<file path="config.mk">
export PLATFORM = sky130hd
export DESIGN_NAME = control_subcmd_wrport_arbiter
export DESIGN_NICKNAME = d
export VERILOG_FILES = /design/src/rtl/control_subcmd_wrport_arbiter.sv
export SDC_FILE = /design/constraint.sdc
export NUM_CORES = 1
export LEC_CHECK = 0
export ABC_AREA = 1
export BUFFER_PORTS_ARGS = -buffer_cell sky130_fd_sc_hd__buf_2
export CAP_MARGIN = 0
export CORE_MARGIN = 2
export CORE_UTILIZATION = 44
export DETAILED_ROUTE_END_ITERATION = 8
export GPL_TIMING_DRIVEN = 0
export PLACE_DENSITY_LB_ADDON = 0.15
export SLEW_MARGIN = 30
export SYNTH_ARGS = -nofsm -noshare
export SYNTH_HDL_FRONTEND = slang
export SYNTH_SLANG_ARGS = --single-unit
</file>
<file path="constraint.sdc">
create_clock -name clk -period 1.8 [get_ports clk]
set_input_delay 0.18 -clock clk [delete_from_list [all_inputs] [get_ports clk]]
set_output_delay 0.18 -clock clk [all_outputs]
set_load 0.01 [all_outputs]
</file>
<file path="src/rtl/control_subcmd_wrport_arbiter.sv">
// control_subcmd_wrport_arbiter
// Shares the single frame-buffer write port between NUM_REQ subcommand write
// engines. One engine is granted at a time in round-robin order. The grantee's
// enable is gated by mem_ready, and its write stream is forwarded through one
// register stage. Each command is closed with a one-cycle ack pulse. A watchdog
// aborts an engine whose strobe stops toggling.
//
// Ports:
//   clk, reset        clock, asynchronous active-high reset
//   req               per-engine request level, held until acked
//   mem_ready         write port can accept a byte this cycle
//   eng_row/column/pixel/data/we/strobe/done  packed per-engine write streams
//   eng_enable        grant & mem_ready (combinational, one-hot or zero)
//   eng_ack           one-cycle pulse closing the granted command
//   row/column/pixel/data_out/ram_write_enable  forwarded write stream
//   ram_access_start  arbiter-owned toggle strobe
//   busy              an engine is granted (GRANT or ACK)
//   grant_id          index of the current or last grantee
//   timeout_err       sticky watchdog abort flag
module control_subcmd_wrport_arbiter #(
  parameter int unsigned NUM_REQ         = 3,
  parameter int unsigned PIXEL_WIDTH     = 64,
  parameter int unsigned PIXEL_HEIGHT    = 32,
  parameter int unsigned BYTES_PER_PIXEL = 2,
  parameter int unsigned TIMEOUT_CYCLES  = 1024,
  localparam int unsigned CW  = $clog2(PIXEL_WIDTH),
  localparam int unsigned RW  = $clog2(PIXEL_HEIGHT),
  localparam int unsigned PSW = (BYTES_PER_PIXEL > 1) ? $clog2(BYTES_PER_PIXEL) : 1,
  localparam int unsigned GW  = (NUM_REQ > 1) ? $clog2(NUM_REQ) : 1
) (
  input  logic                   clk,
  input  logic                   reset,
  input  logic [NUM_REQ-1:0]     req,
  input  logic                   mem_ready,
  input  logic [NUM_REQ*RW-1:0]  eng_row,
  input  logic [NUM_REQ*CW-1:0]  eng_column,
  input  logic [NUM_REQ*PSW-1:0] eng_pixel,
  input  logic [NUM_REQ*8-1:0]   eng_data,
  input  logic [NUM_REQ-1:0]     eng_we,
  input  logic [NUM_REQ-1:0]     eng_strobe,
  input  logic [NUM_REQ-1:0]     eng_done,
  output logic [NUM_REQ-1:0]     eng_enable,
  output logic [NUM_REQ-1:0]     eng_ack,
  output logic [RW-1:0]          row,
  output logic [CW-1:0]          column,
  output logic [PSW-1:0]         pixel,
  output logic [7:0]             data_out,
  output logic                   ram_write_enable,
  output logic                   ram_access_start,
  output logic                   busy,
  output logic [GW-1:0]          grant_id,
  output logic                   timeout_err
);

  localparam int unsigned IW  = GW + 1;
  localparam int unsigned WDW = $clog2(TIMEOUT_CYCLES + 1);

  typedef enum logic [1:0] {
    IDLE  = 2'd0,
    GRANT = 2'd1,
    ACK   = 2'd2
  } state_t;

  state_t         state;
  logic [GW-1:0]  rr_ptr;
  logic           last_strobe;
  logic [WDW-1:0] wd_cnt;

  // Round-robin pick: first set req bit at or after rr_ptr, wrapping explicitly
  // because NUM_REQ need not be a power of two.
  logic          pick_valid;
  logic [GW-1:0] pick_id;
  logic [IW-1:0] scan_idx;

  always_comb begin
    pick_valid = 1'b0;
    pick_id    = '0;
    scan_idx   = '0;
    for (int k = 0; k < int'(NUM_REQ); k++) begin
      scan_idx = IW'(rr_ptr) + IW'(k);
      if (scan_idx >= IW'(NUM_REQ)) begin
        scan_idx = scan_idx - IW'(NUM_REQ);
      end
      if (!pick_valid && req[scan_idx[GW-1:0]]) begin
        pick_valid = 1'b1;
        pick_id    = scan_idx[GW-1:0];
      end
    end
  end

  // Select the granted engine's lane.
  logic [RW-1:0]  sel_row;
  logic [CW-1:0]  sel_column;
  logic [PSW-1:0] sel_pixel;
  logic [7:0]     sel_data;
  logic           sel_we;
  logic           sel_strobe;
  logic           sel_done;
  logic           sel_req;

  always_comb begin
    sel_row    = '0;
    sel_column = '0;
    sel_pixel  = '0;
    sel_data   = '0;
    sel_we     = 1'b0;
    sel_strobe = 1'b0;
    sel_done   = 1'b0;
    sel_req    = 1'b0;
    for (int i = 0; i < int'(NUM_REQ); i++) begin
      if (grant_id == GW'(i)) begin
        sel_row    = eng_row[i*RW +: RW];
        sel_column = eng_column[i*CW +: CW];
        sel_pixel  = eng_pixel[i*PSW +: PSW];
        sel_data   = eng_data[i*8 +: 8];
        sel_we     = eng_we[i];
        sel_strobe = eng_strobe[i];
        sel_done   = eng_done[i];
        sel_req    = req[i];
      end
    end
  end

  // Enable follows mem_ready in the same cycle so a stalled port freezes the engine.
  always_comb begin
    eng_enable = '0;
    if (state == GRANT && mem_ready) begin
      for (int i = 0; i < int'(NUM_REQ); i++) begin
        eng_enable[i] = (grant_id == GW'(i));
      end
    end
  end

  logic strobe_edge;
  logic rel_drop;
  logic rel_done;
  logic rel_tmo;

  assign strobe_edge = (sel_strobe != last_strobe);
  assign rel_drop    = !sel_req;
  // done alone is not enough: the engine must also have dropped we.
  assign rel_done    = sel_done && !sel_we;
  assign rel_tmo     = !strobe_edge && (wd_cnt == WDW'(TIMEOUT_CYCLES - 1));

  // Arbiter state, forwarding register, strobe regeneration and watchdog.
  always_ff @(posedge clk or posedge reset) begin
    if (reset) begin
      state            <= IDLE;
      rr_ptr           <= '0;
      last_strobe      <= 1'b0;
      wd_cnt           <= '0;
      eng_ack          <= '0;
      row              <= '0;
      column           <= '0;
      pixel            <= '0;
      data_out         <= '0;
      ram_write_enable <= 1'b0;
      ram_access_start <= 1'b0;
      busy             <= 1'b0;
      grant_id         <= '0;
      timeout_err      <= 1'b0;
    end else begin
      eng_ack <= '0;
      case (state)
        IDLE: begin
          if (pick_valid) begin
            grant_id    <= pick_id;
            // Adopt the engine's current strobe phase so the grant itself never toggles.
            last_strobe <= eng_strobe[pick_id];
            busy        <= 1'b1;
            state       <= GRANT;
          end
        end
        GRANT: begin
          row              <= sel_row;
          column           <= sel_column;
          pixel            <= sel_pixel;
          data_out         <= sel_data;
          ram_write_enable <= sel_we;
          if (strobe_edge) begin
            ram_access_start <= ~ram_access_start;
            last_strobe      <= sel_strobe;
            wd_cnt           <= '0;
          end else begin
            wd_cnt <= wd_cnt + 1'b1;
          end
          if (rel_drop || rel_done || rel_tmo) begin
            state             <= ACK;
            eng_ack[grant_id] <= 1'b1;
            ram_write_enable  <= 1'b0;
            if (!rel_drop && !rel_done) begin
              timeout_err <= 1'b1;
            end
          end
        end
        ACK: begin
          rr_ptr <= (grant_id == GW'(NUM_REQ - 1)) ? '0 : grant_id + 1'b1;
          wd_cnt <= '0;
          busy   <= 1'b0;
          state  <= IDLE;
        end
        default: begin
          state <= IDLE;
        end
      endcase
    end
  end

endmodule

</file>
# Word level (Yosys, flattened, before mapping)
# Index checks and enable logic that the tools add are counted.
[totals]
regBits = 45
out_inout_bits = 32
word_cells = 124
[op_classes]
addsub = 7
n_lt_le_gt_ge = 9
n_eq_ne = 9
n_mux = 58
bitwise_logic = 1
reduce_logical = 26
[ops]
columns = ["cell", "n"]
rows = [
  ["$mux 1", 27],
  ["$mux 8", 3],
  ["$pmux 11 s2", 1],
  ["$mux 2", 9],
  ["$mux 6", 3],
  ["$lt 2x3->1 const B", 5],
  ["$mux 5", 3],
  ["$add 11x1->11 const B", 1],
  ["$eq 11x10->1 const B", 1],
  ["$mux 11", 1],
  ["$mux 3", 3],
  ["$bmux 1 s2", 4],
  ["$reduce_and 2->1", 4],
  ["$logic_and 1x1->1", 7],
  ["$ge 3x2->1 const B", 2],
  ["$logic_not 1->1", 6],
  ["$reduce_and 3->1", 2],
  ["$reduce_bool 2->1", 3],
  ["$sub 2x2->2 const B", 3],
  ["$eq 2x1->1 const B", 2],
  ["$eq 2x2->1 const B", 2],
  ["$logic_not 2->1", 2],
  ["$ne 2x2->1 const B", 2],
  ["$pmux 1 s2", 2],
  ["other kinds (11)", 12],
]

# Logic depth before layout (Yosys ltp)
[depth]
ltp_word = 15
depth_mapped = 16

# Least setup slack after synthesis
# No wires, ideal clock.
[synth_path]
path_type = "flip-flop to flip-flop"
start = "reg rr_ptr[0]"
end = "reg last_strobe"
setup_ns = 0.116
t_arrival_ns = 1.624
t_required_ns = 1.684
path_slack_ns = 0.060
path_stages_with_launch = 17
cell_sequence = "dfrtp_1 > inv_1 > ha_1 > buf_2 > inv_1 > nand2_1 > nand3_1 > nand2_1 > nand2_1 > nor2_1 > nand2_1 > nand2_1 > inv_1 > nand3_1 > nand2_1 > nand2_1 > nand2_1"
[synth_via]
elab_chain_len = 15
[synth_lines]
columns = ["element", "line_no", "rtl"]
rows = [
  ["start, declared", "65", "logic [GW-1:0] rr_ptr;"],
  ["start signal, assigned", "197", "rr_ptr <= (grant_id == GW'(NUM_REQ - 1)) ? '0 : grant_id + 1'b1;"],
  ["branches (longest 15 deep; another with $add 2x1->3)", "n/a", ""],
  ["end signal, assigned", "169", "last_strobe <= eng_strobe[pick_id];"],
  ["end signal, assigned", "182", "last_strobe <= sel_strobe;"],
  ["end, declared", "66", "logic last_strobe;"],
]
# Parallel ways; which one is timed is not known. The select of a mux whose other input is x is not followed.
# A chain may end at the register's enable or synchronous reset.

# Final worst setup path
[layout_path]
start = "reg rr_ptr[1]"
end = "reg last_strobe"
# The elaborated chain is that of the path after synthesis.

==> metrics.md <==
| Metric | Value |
|---|---|
| Mapped Cells | ~360 |
| # H-tree levels | 2 |
| Setup crit start kind | flop |
| Die height | about 82 µm |
| PwrDens | 1660 mW/mm² |
| Worst hold endpoint | data_out[3]$_DFFE_PP0P_ |
| Placed instance area | 0.00336 mm² |
| First-pass GRT wire length | 11600 µm |
| Core area | slightly below 0.006 mm² |
| Initial antenna violation count | 0 |
| I/O Buffers | between 100 and 150 |
| Total CTS buffers | 5 |
| Area leader, netlist | dfrtp_1 |
| WP data arrival | about 2.0 ns |
| Largest net degree at the start of global routing | 25 |
| Crit path from | rr_ptr[1]$_DFFE_PP0P_ |
| Internal | approximately 0.0033 W |
| Total number of vias | between 2000 and 3000 |
| P_sw | just under 0.003 W |
| Worst Setup Path Type | flop to flop |
| Die ar. | approximately 0.007 mm² |
| Status | completed |
| DRC errors left | 0 |
| CTS sink count | 45 |
| VDD IR-drop max | ~640 µV |
| Post-synthesis sequential area ratio | 0.416 |
| Syn_nets | around 450 |
| Number of warnings issued by yosys | 0 |
| Pwr Total | between 0.006 and 0.007 W |
| Detailed Route WL | between 7000 and 8000 µm |
| Grt ovf | 0 |
| Reg2reg setup slack | roughly 0.027 ns |
| Layout area overhead | 40.0% |
| Share of cells above drive strength 1 | 0.389 |
| Total Routing Usage GR | 0.225 |
| Number of synthesized flops with an enable pin | 0 |
| Mean Syn Cell Area | approximately 7.5 µm² |
| First-pass detailed-route iteration total | 4 |
| 1st-iter DRT viols | about 110 |
| Hold Crit Class | input port to flop |
| Final cell count without fillers | between 500 and 600 |
| Rel. slew slack | 0.628 |
| TritonCTS clock tree | yes |
| Antenna Cells | 0 |
| Top cells by area, synth | dfrtp_1, nand2_1, a21oi_1 |
| Most frequent cell after synthesis | nand2_1 |
| HP Start | eng_data[19] |
| Post-synthesis sequential element count | 45 |
| Crit. End Element | flop |
| Final count of hold timing violations | 0 |
| Max Clock Skew | roughly 0.003 ns |
| Final Cycle Share | 0.985 |
| Finished Cell Area | about 0.0038 mm² |
| Leakage power | roughly 2.0 nW |
| Vias per cell | 5.10 |
| Final worst path period need | around 1.8 ns |
| Routability Congestion | around 0.9 |
| Final setup fails | 0 |
| Clk pwr share | 0.110 |
| RR Startpoint | rr_ptr[1]$_DFFE_PP0P_ |
| Worst-Margin Slew | 0.557 ns |
| Die Width | a little over 80 µm |
| Gate power share | 0.626 |
| Root buffer cell | clkbuf_8 |
| Clk buf depth | 2 |
| Commonest cells in the netlist | nand2_1, dfrtp_1, nor2_1 |
| Routed WL per cell | approximately 14 µm |
| Clock Latency Late Sink | roughly 0.3 ns |
| Sw Share | 0.469 |
| FF-to-FF path depth | 15 |
| Ys async rst share | 1.00 |
| Req. time, crit path | 1.99 ns |
| Unrepaired setup endpoints after global routing | true |
| # rows | 28 |
| Final net count | between 500 and 600 |
| Reg clk slew, reported paths | ~0.08 ns |
| Max Fclk | between 500 and 600 MHz |
| Total of max-cap violations | 0 |
| Reg-to-Reg End | last_strobe$_DFFE_PP0P_ |
| Max Fanout on Critical Path | 5 |
| Register share of total power | 0.264 |
| Unique masters post-synth | 37 |
| IO Pins | between 100 and 150 |
| Antenna Nets Post-Route | 0 |
| Top_reg_cell synth | dfrtp_1 |
| Slew Viols, Final | 0 |
| Cells after DPL | 544 |
| Synth top area share | 0.416 |
| Post-Syn Area | about 0.0027 mm² |
| Vias in the first global route | approximately 2500 |
| Detailed Place HPWL | 5710 µm |
| Hold Path Stages | 3 |
| Starting density of the core | 0.458 |
-- cell type report --
cell class	count	area (µm²)
Fill cell	533	2130
Multi-Input combinational cell	272	1550
Sequential cell	45	1130
Timing Repair Buffer	126	704
Inverter	32	133
Clock buffer	7	96.3
Tap cell	75	93.8
Buffer	11	85.1
Clock inverter	1	5.00
-- state kept, by name, summed over array words and instances (netlist names) --
register          cells
column                6
rr_ptr                2
busy                  1
data_out              8
wd_cnt               11
row                   5
eng_ack               3
ram_access_start      1
pixel                 1
grant_id              2
timeout_err           1
ram_write_enable      1
state                 2
last_strobe           1
-- layer usage --
metal | track usage | part of all wire | routed length [µm]
met5 | 0 | 0 | 0
met3 | 0.0554 | 0.066 | 522
met1 | 0.294 | 0.43 | 3380
met4 | 0.0583 | 0.011 | 91
met2 | 0.372 | 0.50 | 3920
-- cells by family (layout without fill, tap and decap cells) --
group / Yosys count / after routing / synth area share
and+or+nand+nor: 190 / 190 / 0.319
AOI/OAI and AO/OA: 68 / 68 / 0.141
DFF: 45 / 45 / 0.416
buffers and inverters: 45 / 177 / 0.0660
adders and majority gates: 9 / 9 / 0.0416
xor gates and xnor gates: 4 / 4 / 0.0129
muxes: 1 / 1 / 0.00369
-- through the flow --
step	setup WS (ns)	util	hold slack, ns	setup TNS [ns]
6_report	0.0267	0.641	0.131	0
5_1_grt	-0.113	0.641	0.135	-0.362
4_1_cts	-0.0717	0.605	0.127	-0.0717
3_5_place_dp	-0.270	0.568	0.268	-2.87
3_3_place_gp	-0.255	0.563	0.442	-5.50
2_1_floorplan	0.0599	-	0.335	0
-- placed cells by master (no fill, tap or decap), types with 4 or more instances in the layout --
| cell | n |
|---|---|
| nand2_1 | 109 |
| buf_2 | 108 |
| dfrtp_1 | 43 |
| nor2_1 | 28 |
| a21oi_1 | 27 |
| inv_1 | 22 |
| buf_4 | 18 |
| o21ai_0 | 16 |
| nand3_1 | 13 |
| a31oi_1 | 13 |
| nand2_2 | 11 |
| inv_2 | 9 |
| clkbuf_8 | 8 |
| nor2_4 | 7 |
| nor3_1 | 5 |
| ha_4 | 5 |
| nand3_2 | 4 |
| clkbuf_1 | 4 |
| ha_1 | 4 |
-- power by group through the flow --
stage / Combinational, W / Sequential (W) / Clock, W
2_1_floorplan: 0.00208 / 0.00176 / 0
3_3_place_gp: 0.00312 / 0.00165 / 0
3_5_place_dp: 0.00320 / 0.00165 / 0
4_1_cts: 0.00349 / 0.00164 / 0.000703
5_1_grt: 0.00438 / 0.00170 / 0.000749
6_report: 0.00394 / 0.00167 / 0.000690
-- worst max-delay path: stages, from the launching register on --
cell     delay [ns]
dfrtp_1        0.43
ha_4           0.29
buf_6          0.11
inv_2          0.04
nand2_1        0.05
nand3_1        0.07
nand2_2        0.12
nand2_4        0.07
nor2_4         0.08
nand2_1        0.06
nand2_1        0.08
inv_1          0.05
nand3_1        0.08
nand2_1        0.05
nand2_1        0.05
nand2_1        0.04
-- repair_timing --
action	CTS	global route
setup endpoints to repair	34	14
hold buffers	1	0
gates cloned	1	0
gates resized for setup	28	30
pin swaps	2	12
buffers inserted	2	15
hold endpoints to repair	23	0
-- worst max-delay path by stage --
stage                     cells after the start  slack [ns]                 endpoint
final                                        15        0.03  last_strobe$_DFFE_PP0P_
after detailed placement                      7       -0.27            eng_enable[2]
after global routing                         12       -0.11     state[1]$_DFFE_PP0P_
after global placement                        7       -0.26            eng_enable[2]
after floorplan                              16        0.06  last_strobe$_DFFE_PP0P_
after CTS                                     7       -0.07            eng_enable[2]
Note: power is estimated with default switching activity, not from simulation.
